===== config.mk =====
export PLATFORM = sky130hd
export DESIGN_NAME = macc_ctrl
export DESIGN_NICKNAME = d
export VERILOG_FILES = /design/src/rtl/macc_ctrl_pkg.sv /design/src/rtl/macc_ctrl.sv
export SDC_FILE = /design/constraint.sdc
export NUM_CORES = 1
export LEC_CHECK = 0
export ABC_AREA = 1
export BUFFER_PORTS_ARGS = -buffer_cell sky130_fd_sc_hd__buf_4
export CORE_MARGIN = 8
export CORE_UTILIZATION = 46
export CTS_CLUSTER_DIAMETER = 60
export CTS_CLUSTER_SIZE = 16
export DETAILED_ROUTE_END_ITERATION = 12
export PLACE_DENSITY = 0.88
export SLEW_MARGIN = 20
export SYNTH_ARGS = -nofsm -noshare
export SYNTH_HDL_FRONTEND = slang
export SYNTH_SLANG_ARGS = --single-unit
export TNS_END_PERCENT = 5

===== constraint.sdc =====
create_clock -name clk -period 1.78 [get_ports clk]
set_clock_uncertainty 0.05 [all_clocks]
set_input_delay 0.178 -clock clk [delete_from_list [all_inputs] [get_ports clk]]
set_output_delay 0.178 -clock clk [all_outputs]
set_load 0.005 [all_outputs]

===== src/rtl/macc_ctrl_pkg.sv =====
// -----------------------------------------------------------------------------
// macc_ctrl_pkg
//   Shared definitions for the macc command sequencer: macc op_code values,
//   the controller state encoding and the per-term op_code selection rule.
// -----------------------------------------------------------------------------
package macc_ctrl_pkg;

  // macc op_code values: bit 2 = add op_add, bit 1 = accumulate, bit 0 = square
  localparam logic [2:0] OP_MUL     = 3'b000;
  localparam logic [2:0] OP_SQR     = 3'b001;
  localparam logic [2:0] OP_MUL_ACC = 3'b010;
  localparam logic [2:0] OP_SQR_ACC = 3'b011;
  localparam logic [2:0] OP_MUL_ADD = 3'b100;
  localparam logic [2:0] OP_SQR_ADD = 3'b101;

  typedef enum logic [1:0] {
    IDLE  = 2'd0,
    ISSUE = 2'd1,
    DRAIN = 2'd2
  } state_e;

  // The first term restarts the accumulator (optionally seeded with the bias);
  // every later term accumulates onto it.
  function automatic logic [2:0] term_op_code(input logic first,
                                              input logic bias_en,
                                              input logic square);
    if (first) return bias_en ? (square ? OP_SQR_ADD : OP_MUL_ADD)
                              : (square ? OP_SQR     : OP_MUL);
    return square ? OP_SQR_ACC : OP_MUL_ACC;
  endfunction

endpackage


===== src/rtl/macc_ctrl.sv =====
// -----------------------------------------------------------------------------
// macc_ctrl
//   Sequencer in front of the macc primitive. Accepts one dot-product command,
//   streams its operand pairs into the macc back-to-back, waits out the macc
//   pipeline and presents the final result on a one-entry valid/ready slot.
//
// Ports
//   clk, reset                   clock, asynchronous active-low reset
//   cmd_valid/cmd_ready          command handshake
//   cmd_len/square/bias_en/bias  command fields (cmd_len = 0 issues one 0*0 term)
//   in_valid/in_ready            operand pair handshake
//   in_op_0/in_op_1              operand pair
//   macc_enable..macc_op_add     registered drive of the macc inputs
//   macc_clear                   tied low
//   macc_out                     macc result
//   out_valid/out_ready/out_data result slot
//   busy                         high whenever a command is in progress
// -----------------------------------------------------------------------------
module macc_ctrl
  import macc_ctrl_pkg::*;
#(
  parameter int OP_WIDTH     = 16,
  parameter int ACC_WIDTH    = 48,
  parameter int OUT_WIDTH    = 16,
  parameter int LEN_WIDTH    = 10,
  parameter int MACC_LATENCY = 3
) (
  input  logic                 clk,
  input  logic                 reset,
  input  logic                 cmd_valid,
  output logic                 cmd_ready,
  input  logic [LEN_WIDTH-1:0] cmd_len,
  input  logic                 cmd_square,
  input  logic                 cmd_bias_en,
  input  logic [ACC_WIDTH-1:0] cmd_bias,
  input  logic                 in_valid,
  output logic                 in_ready,
  input  logic [OP_WIDTH-1:0]  in_op_0,
  input  logic [OP_WIDTH-1:0]  in_op_1,
  output logic                 macc_enable,
  output logic                 macc_clear,
  output logic [2:0]           macc_op_code,
  output logic [OP_WIDTH-1:0]  macc_op_0,
  output logic [OP_WIDTH-1:0]  macc_op_1,
  output logic [ACC_WIDTH-1:0] macc_op_add,
  input  logic [OUT_WIDTH-1:0] macc_out,
  output logic                 out_valid,
  input  logic                 out_ready,
  output logic [OUT_WIDTH-1:0] out_data,
  output logic                 busy
);

  localparam int DRAIN_WIDTH = (MACC_LATENCY < 2) ? 1 : $clog2(MACC_LATENCY + 1);

  state_e                 state;
  logic                   len_zero;
  logic                   square;
  logic                   bias_en;
  logic [ACC_WIDTH-1:0]   bias;
  logic [LEN_WIDTH-1:0]   remaining;
  logic                   first;
  logic [DRAIN_WIDTH-1:0] drain_cnt;

  // A zero-length command issues its single term without consuming an operand.
  assign in_ready   = (state == ISSUE) && !len_zero && (remaining != '0);
  assign busy       = (state != IDLE);
  assign macc_clear = 1'b0;

  // NOTE: every register here is assigned with <= so all right-hand sides see
  // the pre-edge values; blocking assignments would make later statements read
  // the already-updated state and silently change the schedule.
  always_ff @(posedge clk or negedge reset) begin
    if (!reset) begin
      state        <= IDLE;
      cmd_ready    <= 1'b0;
      len_zero     <= 1'b0;
      square       <= 1'b0;
      bias_en      <= 1'b0;
      bias         <= '0;
      remaining    <= '0;
      first        <= 1'b0;
      drain_cnt    <= '0;
      macc_enable  <= 1'b0;
      macc_op_code <= OP_MUL;
      macc_op_0    <= '0;
      macc_op_1    <= '0;
      macc_op_add  <= '0;
      out_valid    <= 1'b0;
      out_data     <= '0;
    end else begin
      // macc_enable is a one-cycle pulse per issued term; op_code and the
      // operands simply hold through stalls.
      macc_enable <= 1'b0;

      // Consumption of the result slot; a capture below in the same cycle
      // overrides this and refills the slot.
      if (out_valid && out_ready) out_valid <= 1'b0;

      case (state)
        IDLE: begin
          if (cmd_valid && cmd_ready) begin
            len_zero  <= (cmd_len == '0);
            square    <= cmd_square;
            bias_en   <= cmd_bias_en;
            bias      <= cmd_bias;
            remaining <= (cmd_len == '0) ? LEN_WIDTH'(1) : cmd_len;
            first     <= 1'b1;
            cmd_ready <= 1'b0;
            state     <= ISSUE;
          end else begin
            cmd_ready <= 1'b1;
          end
        end

        ISSUE: begin
          if (remaining == '0) begin
            // Last term went out on the previous edge; now count the macc
            // pipeline down before its output can be trusted.
            drain_cnt <= DRAIN_WIDTH'(MACC_LATENCY);
            state     <= DRAIN;
          end else if (len_zero || in_valid) begin
            macc_enable  <= 1'b1;
            macc_op_code <= term_op_code(first, bias_en, square);
            macc_op_0    <= len_zero ? '0 : in_op_0;
            macc_op_1    <= len_zero ? '0 : in_op_1;
            macc_op_add  <= first ? bias : '0;
            first        <= 1'b0;
            remaining    <= remaining - LEN_WIDTH'(1);
          end
        end

        DRAIN: begin
          if (drain_cnt != '0) begin
            drain_cnt <= drain_cnt - DRAIN_WIDTH'(1);
          end else if (!out_valid || out_ready) begin
            out_data  <= macc_out;
            out_valid <= 1'b1;
            cmd_ready <= 1'b1;
            state     <= IDLE;
          end
        end

        default: state <= IDLE;
      endcase
    end
  end

endmodule


==> results.txt <==
Critical R2R Capture: macc_op_add[41]
Avg Synthesized Cell Area: 8.82 sq um
Area growth syn-to-layout: 53.2%
Top post-synthesis cells by area: dfrtp_1 (60%), nand2_1 (21%), o21ai_0 (4.0%)
Layout Nets: 1232
Yosys reg bits: 168
Tcrit/Tclk final: 101%
Initial antenna violation count: 1
Drt first pass iters: 7
Hold path depth: 3
Hold Path End: macc_op_0[15]
Syn Nets: 909
Required time worst endpoint: 1.55 ns
Placed Cells: 1170
Drt wl/cell: 17.8 um
Worst-path clk slew: 0.07 ns
Vias in the first global route: 6937
Clock Tree Root: clkbuf_16
Reg2reg start: remaining[1]
Rows: 45
Vias: 6839
Worst path arrival time: 1.57 ns
Area fraction of the dominant cell type after synthesis: 60.1%
IO Pins: 218
Die Ht: 139 um
Worst min path class: in -> reg
Sequential fraction of the synthesis area: 60.1%
Endpoint class of the critical path: output pin
Fmax: 555 MHz
Via/cell ratio: 5.18
Post-DP Area: 0.00888 sq mm
RSZ-0062 raised after global routing: true
Worst vdd ir: 0.000934 V
Number of synthesis warnings: 0
TritonCTS clock tree: yes
Gpl congestion: 0.845
Kind of critical path: reg -> out
Final core utilization: 71.3%
Cell variety after synth: 26
Die Width: 139 um
Die area: 0.0194 sq mm
HPWL Detailed: 13400 um
Share of cells above drive strength 1: 28.3%
Maxcap violations: 0
Port Buffer Count: 216
Final setup vio count: 10
Fin worst setup slack: -0.0214 ns
Total track usage: 23.0%
Most frequent cells in the layout: nand2_1 (380), buf_4 (241), dfrtp_1 (168)
Fin crit period: 1.80 ns
Reg2Reg Setup Slack: -0.01 ns
Fin. Hold Viols: 0
Largest net degree at the start of global routing: 67
Final Non-Filler Cells: 1319
Grt ovf: 0
Async S/R FF share, synth: 100%
Cell Area, Synth: 0.00700 sq mm
P_leak: 5.61 nW
CORE AREA: 0.0150 sq mm
Number of enable flip-flop cells after synthesis: 0
Skew-Pair Late Insertion Delay: 0.42 ns
Drt drc: 0
Largest area contributor in the netlist: dfrtp_1
CP max stage cell: dfrtp_1
Starting Density: 46.6%
Crit path max fanout: 2
Worst hold path startpoint: in_op_0[15]
CTS buffer count: 17
Most common cell after layout, fill and taps aside: nand2_1
Bufs on Longest Clock Path: 2
CP cell instances: inv_2 -> ha_4 -> nand2_4 -> nor2_4 -> nand4_4 -> nand2_2 -> nor2_2 -> buf_4
Failing checks: negative setup slack
Clk sinks: 168
Pwr Total: 17.0 mW
First-pass GRT wire length: 35800 um
Outcome: complete, but fails checks
Detailed Route Iter0 Violations: 468
Syn Inst Count: 794
Setup TNS: -0.0859 ns
Register-to-Register Path Depth: 10
Type of origin of the critical path: register
Delay of the slowest critical-path stage: 0.39 ns
DRT Wirelength: 23500 um
Final ANT Viol Nets: 0
H-tree depth: 4
Synth Flop Type: dfrtp_1
Pwr per Cell Area: 1590 mW/mm^2
Filler cell count in the final layout: 1006
Pins Over Slew Limit: 0
Post-route cell area: 0.0107 sq mm
## worst max-delay path, delay by kind of cell, from the launching register on
| kind | cells | cell delay [ns] |
|---|---|---|
| flip-flops | 1 | 0.39 |
| adder cells (fa/ha/maj) | 1 | 0.15 |
| buffers and inverters | 2 | 0.21 |
| AND/OR/NAND/NOR | 5 | 0.40 |
## kinds of logic (layout without fill, tap and decap cells)
kind of cell | Yosys count | in the layout | synth area share [%]
multiplexers | 16 | 16 | 2.57
adder cells (fa/ha/maj) | 2 | 2 | 0.357
other | 1 | 3 | 0.0536
buffers and inverters | 74 | 409 | 4.88
AO/OA/AOI/OAI | 66 | 66 | 4.79
AND/OR/NAND/NOR | 467 | 467 | 27.3
flip-flops | 168 | 168 | 60.1
## flip-flops by register name, summed over array words and instances, names as in the netlist
signal / cells
macc_op_0: 16
len_zero: 1
out_data: 16
macc_op_code: 3
first: 1
out_valid: 1
macc_op_1: 16
state: 2
square: 1
bias: 48
macc_enable: 1
macc_op_add: 48
cmd_ready: 1
drain_cnt: 2
remaining: 10
bias_en: 1
## layer usage
metal	share of wire, %	wire length [um]	track usage [%]	vias to the layer above
met4	3.7	871	11.1	0
met1	37	8650	25.7	3227
met5	0	0	0	-
met3	7.7	1810	6.81	69
li1	-	-	-	3165
met2	52	12200	39.7	378
## what timing repair did
action / in CTS / in global routing
hold buffers: 94 / 1
setup endpoints to repair: 24 / 82
hold endpoints to repair: 171 / 1
buffers inserted: 7 / 9
resized for setup: 7 / 8
pin swaps: 5 / 2
gates cloned: 0 / 5
## synth_stat cells, drive strengths merged (2+ instances only)
cell type / number
nand2: 385
dfrtp: 168
a21oi: 4
mux2: 16
nand4: 33
inv: 26
ha: 2
buf: 27
o21ai: 60
nand3: 21
clkbuf: 20
nor2: 28
## worst max-delay path by stage
| stage | startpoint | end | slack [ns] | depth (start not counted) |
|---|---|---|---|---|
| floorplan | remaining[0] | macc_op_add[10] | 0.12 | 9 |
| global placement | remaining[0] | macc_op_add[20] | 0.07 | 8 |
| detailed placement | remaining[0] | macc_op_add[27] | -0.01 | 9 |
| CTS | remaining[1] | in_ready | -0.01 | 8 |
| global route | remaining[0] | in_ready | -0.08 | 8 |
| finish | remaining[1] | in_ready | -0.02 | 8 |
## power breakdown
| group | switching, mW | internal (mW) |
|---|---|---|
| clock network | 1.52 | 2.25 |
| registers | 1.06 | 5.47 |
| logic | 3.48 | 3.26 |
## metrics by stage
stage / hold WS, ns / setup WS (ns)
CTS: 0.00841 / -0.0147
detailed placement: 0.0764 / -0.0120
finish: 0.0124 / -0.0214
floorplan: -0.168 / 0.117
global placement: 0.0756 / 0.0659
global route: 0.0145 / -0.0771
## layout make-up
class                   count  area [sq um]  share of cell area (%)
flip-flops and latches    168          4200                    39.2
repair buffers            351          3080                    28.7
multi-input cells         552          2510                    23.4
clock buffers              21           450                    4.20
well taps                 188           235                    2.19
clock inverters            10           144                    1.34
inverters                  27           101                   0.945
diodes                      2          5.00                  0.0467
Note: power is estimated with default switching activity, not from simulation.
